File: config.mk
export PLATFORM = sky130hd
export DESIGN_NAME = load_store_unit
export DESIGN_NICKNAME = d
export VERILOG_FILES = /design/src/rtl/load_store_unit_pkg.sv /design/src/rtl/load_store_unit_align.sv /design/src/rtl/load_store_unit.sv
export SDC_FILE = /design/constraint.sdc
export NUM_CORES = 1
export LEC_CHECK = 0
export CAP_MARGIN = 20
export CORE_MARGIN = 4
export CORE_UTILIZATION = 47
export DETAILED_ROUTE_END_ITERATION = 8
export PLACE_DENSITY = 0.9
export SETUP_SLACK_MARGIN = 0.02
export SLEW_MARGIN = 20
export SYNTH_ARGS = -nofsm -noshare
export SYNTH_HDL_FRONTEND = slang
export SYNTH_SLANG_ARGS = --single-unit
export TNS_END_PERCENT = 1
File: constraint.sdc
create_clock -name CLK -period 3.5 [get_ports CLK]
set_clock_uncertainty 0.15 [all_clocks]
set_input_delay 0.35 -clock CLK [delete_from_list [all_inputs] [get_ports CLK]]
set_output_delay 0.35 -clock CLK [all_outputs]
set_load 0.005 [all_outputs]
File: src/rtl/load_store_unit_pkg.sv
// Shared encodings for the load/store unit: funct3 widths, fault causes, FSM states.
package load_store_unit_pkg;

  localparam logic [2:0] LS_B  = 3'b000;
  localparam logic [2:0] LS_H  = 3'b001;
  localparam logic [2:0] LS_W  = 3'b010;
  localparam logic [2:0] LS_BU = 3'b100;
  localparam logic [2:0] LS_HU = 3'b101;

  localparam logic [1:0] FAULT_NONE     = 2'b00;
  localparam logic [1:0] FAULT_MISALIGN = 2'b01;
  localparam logic [1:0] FAULT_TIMEOUT  = 2'b10;

  typedef enum logic [1:0] {
    ST_IDLE  = 2'd0,
    ST_REQ   = 2'd1,
    ST_RESP  = 2'd2,
    ST_FAULT = 2'd3
  } lsu_state_e;

endpackage

File: src/rtl/load_store_unit_align.sv
// Byte-lane logic: store packing, load extraction with extension, legality and alignment checks.
module load_store_align
  import load_store_unit_pkg::*;
(
  input  logic [1:0]  lane,
  input  logic [2:0]  funct3,
  input  logic        is_store,
  input  logic        force_align,
  input  logic [31:0] store_data,
  input  logic [31:0] rdata,
  output logic [1:0]  eff_lane,
  output logic [3:0]  wstrb,
  output logic [31:0] wdata,
  output logic [31:0] load_value,
  output logic        illegal,
  output logic        misaligned
);

  logic [7:0]  rbyte;
  logic [15:0] rhalf;

  always_comb begin
    if (is_store) begin
      illegal = !(funct3 inside {LS_B, LS_H, LS_W});
    end else begin
      illegal = !(funct3 inside {LS_B, LS_H, LS_W, LS_BU, LS_HU});
    end

    // Force-aligned stores drop the low address bits before the alignment check.
    eff_lane = lane;
    if (is_store && force_align) begin
      if (funct3 == LS_H) begin
        eff_lane[0] = 1'b0;
      end else if (funct3 == LS_W) begin
        eff_lane = 2'b00;
      end
    end

    misaligned = 1'b0;
    case (funct3)
      LS_H, LS_HU: misaligned = eff_lane[0];
      LS_W:        misaligned = (eff_lane != 2'b00);
      default:     misaligned = 1'b0;
    endcase

    wstrb = 4'b0000;
    wdata = store_data;
    if (is_store) begin
      case (funct3)
        LS_B: begin
          wstrb = 4'b0001 << eff_lane;
          wdata = {4{store_data[7:0]}};
        end
        LS_H: begin
          wstrb = 4'b0011 << eff_lane;
          wdata = {2{store_data[15:0]}};
        end
        LS_W:    wstrb = 4'b1111;
        default: wstrb = 4'b0000;
      endcase
    end

    rbyte = rdata[{lane, 3'b000} +: 8];
    rhalf = rdata[{lane[1], 4'b0000} +: 16];
    case (funct3)
      LS_B:    load_value = {{24{rbyte[7]}}, rbyte};
      LS_BU:   load_value = {24'd0, rbyte};
      LS_H:    load_value = {{16{rhalf[15]}}, rhalf};
      LS_HU:   load_value = {16'd0, rhalf};
      default: load_value = rdata;
    endcase
  end

endmodule

File: src/rtl/load_store_unit.sv
// Multi-cycle RV32I load/store engine: one req/ack bus transaction per start, with
// alignment faults and a bounded wait for mem_ready.
module load_store_unit
  import load_store_unit_pkg::*;
#(
  parameter int ADDR_WIDTH                   = 32,
  parameter int TIMEOUT_CYCLES               = 16,
  parameter int ALLOW_MISALIGNED_STORE_FAULT = 1
) (
  input  logic                  CLK,
  input  logic                  RESET,
  input  logic                  start,
  input  logic                  is_store,
  input  logic [2:0]            funct3,
  input  logic [31:0]           base,
  input  logic [31:0]           offset,
  input  logic [31:0]           store_data,
  output logic                  busy,
  output logic                  done,
  output logic [31:0]           load_data,
  output logic                  fault,
  output logic [1:0]            fault_cause,
  output logic                  mem_valid,
  input  logic                  mem_ready,
  output logic                  mem_we,
  output logic [ADDR_WIDTH-1:0] mem_addr,
  output logic [3:0]            mem_wstrb,
  output logic [31:0]           mem_wdata,
  input  logic [31:0]           mem_rdata
);

  localparam bit TIMEOUT_EN  = (TIMEOUT_CYCLES != 0);
  localparam bit FORCE_ALIGN = (ALLOW_MISALIGNED_STORE_FAULT == 0);
  localparam int WAIT_W      = TIMEOUT_EN ? $clog2(TIMEOUT_CYCLES + 1) : 1;
  localparam logic [WAIT_W-1:0] WAIT_LAST = WAIT_W'(TIMEOUT_EN ? TIMEOUT_CYCLES - 1 : 0);

  lsu_state_e            state_q, state_d;
  logic [1:0]            lane_q, lane_d;
  logic                  is_store_q, is_store_d;
  logic [2:0]            funct3_q, funct3_d;
  logic [31:0]           rdata_q, rdata_d;
  logic [1:0]            cause_q, cause_d;
  logic [WAIT_W-1:0]     wait_q, wait_d;
  logic                  busy_q, busy_d;
  logic                  done_q, done_d;
  logic [31:0]           load_data_q, load_data_d;
  logic                  fault_q, fault_d;
  logic [1:0]            fault_cause_q, fault_cause_d;
  logic                  mem_valid_q, mem_valid_d;
  logic                  mem_we_q, mem_we_d;
  logic [ADDR_WIDTH-1:0] mem_addr_q, mem_addr_d;
  logic [3:0]            mem_wstrb_q, mem_wstrb_d;
  logic [31:0]           mem_wdata_q, mem_wdata_d;

  logic [31:0]           ea_sum;
  logic [ADDR_WIDTH-1:0] ea_new;
  logic                  in_idle;
  logic [1:0]            al_lane;
  logic [2:0]            al_funct3;
  logic                  al_is_store;
  logic [1:0]            al_eff_lane;
  logic [3:0]            al_wstrb;
  logic [31:0]           al_wdata;
  logic [31:0]           al_load_value;
  logic                  al_illegal;
  logic                  al_misaligned;

  assign ea_sum  = base + offset;
  assign ea_new  = ea_sum[ADDR_WIDTH-1:0];
  assign in_idle = (state_q == ST_IDLE);

  // The aligner sees live request fields in IDLE and the latched ones afterwards,
  // so a single instance serves both store packing and load extraction.
  assign al_lane     = in_idle ? ea_new[1:0] : lane_q;
  assign al_funct3   = in_idle ? funct3      : funct3_q;
  assign al_is_store = in_idle ? is_store    : is_store_q;

  load_store_align u_align (
    .lane        (al_lane),
    .funct3      (al_funct3),
    .is_store    (al_is_store),
    .force_align (FORCE_ALIGN),
    .store_data  (store_data),
    .rdata       (rdata_q),
    .eff_lane    (al_eff_lane),
    .wstrb       (al_wstrb),
    .wdata       (al_wdata),
    .load_value  (al_load_value),
    .illegal     (al_illegal),
    .misaligned  (al_misaligned)
  );

  always_comb begin
    state_d       = state_q;
    lane_d        = lane_q;
    is_store_d    = is_store_q;
    funct3_d      = funct3_q;
    rdata_d       = rdata_q;
    cause_d       = cause_q;
    wait_d        = wait_q;
    load_data_d   = load_data_q;
    done_d        = 1'b0;
    fault_d       = 1'b0;
    fault_cause_d = FAULT_NONE;
    mem_valid_d   = mem_valid_q;
    mem_we_d      = mem_we_q;
    mem_addr_d    = mem_addr_q;
    mem_wstrb_d   = mem_wstrb_q;
    mem_wdata_d   = mem_wdata_q;

    case (state_q)
      ST_IDLE: begin
        if (start) begin
          is_store_d = is_store;
          funct3_d   = funct3;
          lane_d     = al_eff_lane;
          wait_d     = '0;
          if (al_illegal || al_misaligned) begin
            cause_d = FAULT_MISALIGN;
            state_d = ST_FAULT;
          end else begin
            mem_valid_d = 1'b1;
            mem_we_d    = is_store;
            mem_addr_d  = {ea_new[ADDR_WIDTH-1:2], 2'b00};
            mem_wstrb_d = al_wstrb;
            mem_wdata_d = al_wdata;
            state_d     = ST_REQ;
          end
        end
      end
      ST_REQ: begin
        if (mem_ready) begin
          rdata_d     = mem_rdata;
          mem_valid_d = 1'b0;
          mem_we_d    = 1'b0;
          mem_wstrb_d = 4'b0000;
          state_d     = ST_RESP;
        end else if (TIMEOUT_EN && (wait_q == WAIT_LAST)) begin
          mem_valid_d = 1'b0;
          mem_we_d    = 1'b0;
          mem_wstrb_d = 4'b0000;
          cause_d     = FAULT_TIMEOUT;
          wait_d      = '0;
          state_d     = ST_FAULT;
        end else if (wait_q != {WAIT_W{1'b1}}) begin
          wait_d = wait_q + 1'b1;
        end
      end
      ST_RESP: begin
        done_d = 1'b1;
        if (!is_store_q) begin
          load_data_d = al_load_value;
        end
        state_d = ST_IDLE;
      end
      ST_FAULT: begin
        done_d        = 1'b1;
        fault_d       = 1'b1;
        fault_cause_d = cause_q;
        state_d       = ST_IDLE;
      end
      default: state_d = ST_IDLE;
    endcase

    busy_d = (state_d != ST_IDLE);
  end

  always_ff @(posedge CLK) begin
    if (RESET) begin
      state_q       <= ST_IDLE;
      lane_q        <= '0;
      is_store_q    <= 1'b0;
      funct3_q      <= '0;
      rdata_q       <= '0;
      cause_q       <= FAULT_NONE;
      wait_q        <= '0;
      busy_q        <= 1'b0;
      done_q        <= 1'b0;
      load_data_q   <= '0;
      fault_q       <= 1'b0;
      fault_cause_q <= FAULT_NONE;
      mem_valid_q   <= 1'b0;
      mem_we_q      <= 1'b0;
      mem_addr_q    <= '0;
      mem_wstrb_q   <= '0;
      mem_wdata_q   <= '0;
    end else begin
      state_q       <= state_d;
      lane_q        <= lane_d;
      is_store_q    <= is_store_d;
      funct3_q      <= funct3_d;
      rdata_q       <= rdata_d;
      cause_q       <= cause_d;
      wait_q        <= wait_d;
      busy_q        <= busy_d;
      done_q        <= done_d;
      load_data_q   <= load_data_d;
      fault_q       <= fault_d;
      fault_cause_q <= fault_cause_d;
      mem_valid_q   <= mem_valid_d;
      mem_we_q      <= mem_we_d;
      mem_addr_q    <= mem_addr_d;
      mem_wstrb_q   <= mem_wstrb_d;
      mem_wdata_q   <= mem_wdata_d;
    end
  end

  assign busy        = busy_q;
  assign done        = done_q;
  assign load_data   = load_data_q;
  assign fault       = fault_q;
  assign fault_cause = fault_cause_q;
  assign mem_valid   = mem_valid_q;
  assign mem_we      = mem_we_q;
  assign mem_addr    = mem_addr_q;
  assign mem_wstrb   = mem_wstrb_q;
  assign mem_wdata   = mem_wdata_q;

endmodule

Word level (Yosys, flattened, before mapping)
Cells that the tools add are included.
W data, S select, Z words.
- logic and storage cells: 102
- register bits after elaboration: 152
- shift operators: 4
- mux-type cells: 40
- eq/ne operators: 16
- bitwise gates (word level): 3
- add/subtract/negate cells: 2
- reduce and logical (&&, ||, !) cells: 20
- operators with widths (operator ; number):
    $pmux W32 S4 ; 1
    $pmux W32 S2 ; 1
    $add A32 B32 Y32 ; 1
    $mux W32 ; 1
    $shiftx A32 B6 Y16 ; 1
    $shiftx A32 B6 Y8 ; 1
    $mux W4 ; 5
    $mux W5 ; 4
    $mux W2 ; 9
    $pmux W4 S3 ; 1
    $mux W1 ; 10
    $pmux W5 S2 ; 1
    $ne A2 B2 Y1 const B ; 4
    $pmux W4 S2 ; 1
    $reduce_and A4 Y1 ; 2
    $eq A3 B3 Y1 const B ; 2
    $ne A3 B3 Y1 const B ; 2
    $pmux W1 S2 ; 3
    $pmux W2 S3 ; 1
    $reduce_and A2 Y1 ; 3
    $reduce_bool A2 Y1 ; 3
    $reduce_or A2 Y1 ; 3
    $add A5 B1 Y5 const B ; 1
    $eq A5 B4 Y1 const B ; 1
    other kinds (19) ; 23

Depth between registers and ports, before layout
- depth after elaboration: 11
- gate-level depth with buffers: 11
- depth with buffers taken out: 10

Hierarchy
A second synthesis with hierarchy kept.
- cell total of the unflattened synthesis: 1113
- area, all modules: 8359.3 um^2
- by module, submodules not included (module ; area each (um^2) ; sequential area each (um^2) ; cells each ; instances):
    load_store_unit ; 7058.0 ; 3042.9 ; 908 ; 1
    load_store_align ; 1301.2 ; 0.0 ; 205 ; 1

Worst setup path after synthesis
Ideal clock, no wire load.
- path type: input to register
- from: input port offset[0]
- to: register load_data_q[21], in the netlist load_data[21]
- setup slack: 0.864 ns
- data required time: 3.228 ns
- stages on the path: 9
- setup time: 0.122 ns
- arrival: 2.365 ns
- cells stage by stage: ha_1 > fa_1 > mux2i_2 > mux4_2 > nand2b_1 > a21oi_2 > nor2_4 > buf_6 > a21oi_2
- word-level cells in the longest chain between the ends: 4
- elaborated cells on any way between the ends: 5
- RTL lines (item ; line ; source):
    start: declaration ; load_store_unit.sv:16 ; input logic [31:0] offset,
    $add A32 B32 Y32 (*) ; load_store_unit.sv:68 ; assign ea_sum = base + offset;
    $mux W2 (*) ; load_store_unit.sv:74 ; assign al_lane = in_idle ? ea_new[1:0] : lane_q;
    $shiftx A32 B6 Y16 / $shiftx A32 B6 Y8 (equally long branches) ; load_store_unit_align.sv:64, load_store_unit_align.sv:63 ;
    $pmux W32 S4 (*) ; load_store_unit_align.sv:65 ; case (funct3)
    end signal: assignment ; load_store_unit.sv:197 ; load_data_q <= load_data_d;
    end: declaration ; load_store_unit.sv:46 ; logic [31:0] load_data_q, load_data_d;
Every way passes the cells marked *; elsewhere a longest branch is shown, timed or not.
A chain may end at the register's enable or synchronous reset.

Worst setup path in the final report
- from: input port offset[0]
- to: register load_data_q[13], in the netlist load_data[13]
Same word-level chain as after synthesis.

==> key figures <==
Yosys
  – Yosys warns: 0
  – Cell with the most instances after synthesis: nand2_1
  – Post-synth top area cell: dfxtp_1
  – Cells after Synth: 986
  – Flops & latches, synth: 152
  – Cell area after synthesis: 7870 sq um
  – Sequential area share after synthesis: 38.7%
  – Most frequent cells after synthesis: nand2_1 (203), dfxtp_1 (152), a21oi_1 (145)
  – Mapped Avg Cell Area: 7.98 sq um
  – Number of synthesized flops with an enable pin: 0
  – Dominant cells by area after synthesis: dfxtp_1 (39%), nand2_1 (9.7%), a21oi_1 (9.2%)
  – Post-synthesis async set-or-reset flop share: 0%
  – Synth Flop Type: dfxtp_1
  – Post-synth top area share: 38.7%
  – Unique masters post-synth: 68

Power
  – Leak Pwr: 0.00403 uW
  – PD cells: 527 nW/um^2
  – Worst vdd ir: 0.387 mV

Clock tree
  – Max Buffers Root-to-Sink: 2
  – Cts bufs inserted: 17
  – Clock transition at path regs: 0.06 ns
  – CTS root buf: clkbuf_16
  – Post-CTS Setup Inserts: 0
  – CTS tree: yes
  – Clk_lat worst skew: 0.42 ns
  – # clock sinks: 152
  – CTS Hold Bufs: 0
  – Gates resized, CTS repair: 0
  – H-tree depth: 4

STA
  – Final worst-path cycle share: 82.5%
  – Crit path time final: 2.89 ns
  – Endpoints failing hold: 0
  – Final setup margin: 0.613 ns
  – Worst rel slew slack: 60.7%
  – Setup violations, final: 0
  – Achievable Freq: 346 MHz
  – Max-slew violations: 0
  – Fin Setup TNS: 0 ns
  – Worst slew pin tran: 0.585 ns
  – RSZ-0062 raised after global routing: false

Run
  – Total of max-cap violations: 0

Placed design
  – IO Port Bufs: 240
  – Total placed cells including tap cells: 1401
  – Global placer's final weighted congestion: 0.983
  – Detail Placement HPWL: 18500 um
  – Placed Area: 10400 sq um
  – Pre-CTS worst setup slack: 0.255 ns

Critical path
  – CP Data Required Time: 3.65 ns
  – Crit Path Max Fanout: 7
  – Setup CP Type: primary input to flip-flop
  – R2R Setup Slk: 0.75 ns
  – Worst reg2reg startpoint: state_q[0]
  – Critical Path AT: 3.04 ns
  – Setup crit start: offset[0]
  – Crit path launch type: primary input
  – Worst r2r dst: load_data[13]
  – R2R depth: 7
  – Critical path capture point type: flip-flop

Cells and area
  – Layout cells sized above 1: 6.94%
  – Non-filler cells, final: 1430
  – Syn-to-layout area delta: 40.1%
  – Final Instance Area: 11000 sq um
  – N_diodes: 0
  – Fin nets: 1369
  – Final core occ: 67.0%

Floorplan
  – Total I/O pin count: 243
  – Core Region: 16500 sq um
  – Die X: 137 um
  – Die area: 18900 sq um
  – Row cnt: 47
  – Die H: 137 um
  – Starting density of the core: 47.8%

GRT
  – Largest net degree at the start of global routing: 61
  – Initial antenna violation count: 1
  – GR Util All Layers: 25.6%
  – Global-route wire length before repair: 38400 um
  – Vias in the first global route: 7757
  – Total grt overflow: 0

Routing
  – Routed wire length: 24900 um
  – Residual DRC count: 0
  – Via/cell ratio: 5.67
  – Drt first-iter violations: 474
  – Vias: 8103
  – Pre-Repair DR Iteration Count: 8
  – Routed WL per cell: 17.4 um
  – ANT nets after route: 0

Outcome
  – Status: complete, no violations

Min path
  – Hold path cells: 2
  – Hold/Removal Path Class: primary input to flip-flop
  – Min-delay src: RESET
  – Hold endpoint: mem_addr[8]
==> area by class of cell <==
cell class	count	area [sq um]
flip-flops and latches	152	3040
fillers	1319	5440
clock inverters	9	125
clock buffers	20	467
inverters	12	45.0
multi-input cells	760	4520
repair buffers	257	2550
well taps	220	275
==> worst max-delay path: stages <==
cell and delay, ns:
clkdlybuf4s50_1 0.40, ha_1 0.23, fa_1 0.53, mux2i_2 0.28, mux4_2 0.55, nand3b_1 0.13
nand2_1 0.18, a221oi_1 0.30, nor2_1 0.08
==> layer usage <==
metal,wire (um),vias up,GRT usage (%)
li1,-,3922,-
met1,9810,3716,30.8
met2,11800,400,41.9
met3,2390,63,8.25
met4,886,2,11.0
met5,13,-,0
==> registers in the layout, indices dropped and copies added, names as in the netlist, 2 cells and up <==
register and cells:
rdata_q 32, mem_wstrb 4, state_q 2, mem_addr 30
funct3_q 3, lane_q 2, fault_cause 2, load_data 32
wait_q 5, mem_wdata 32, cause_q 2
==> cells by family (layout without fill, tap and decap cells) <==
group,count (synthesis),in the layout,share of synthesized area [%]
AO/OA/AOI/OAI,322,322,26.0
other,1,2,0.0477
buffers and inverters,75,298,4.10
multiplexers,26,26,3.66
flip-flops,152,152,38.7
adder cells (fa/ha/maj),33,33,5.34
AND/OR/NAND/NOR,350,350,19.2
XOR/XNOR,27,27,3.01
==> placed cells by master (no fill, tap or decap), types with 19 or more instances in the layout <==
cell type	count
xnor2_1	22
nand2_1	202
nor3_1	19
o211ai_1	24
clkdlybuf4s50_1	239
mux2i_1	20
dfxtp_1	152
a21oi_1	145
nor2_1	74
o21ai_0	46
ha_1	32
==> worst max path at each step <==
stage / end / depth (start not counted)
global placement: load_data[13] / 9
CTS: load_data[13] / 9
detailed placement: load_data[8] / 9
floorplan: load_data[21] / 9
global route: load_data[11] / 9
finish: load_data[13] / 9
==> metrics by stage <==
stage	hold WS (ns)	total power (uW)
finish	0.214	5810
CTS	0.205	5830
global route	0.228	6100
detailed placement	0.293	3960
floorplan	0.286	3130
global placement	0.288	3920
==> report_power, final <==
part | total, uW | internal (uW) | switching, uW
clock network | 1860 | 1160 | 698
logic | 1860 | 886 | 978
registers | 2090 | 1940 | 145
total | 5810 | 3990 | 1820
No activity file was read; power rests on OpenSTA's default activity.
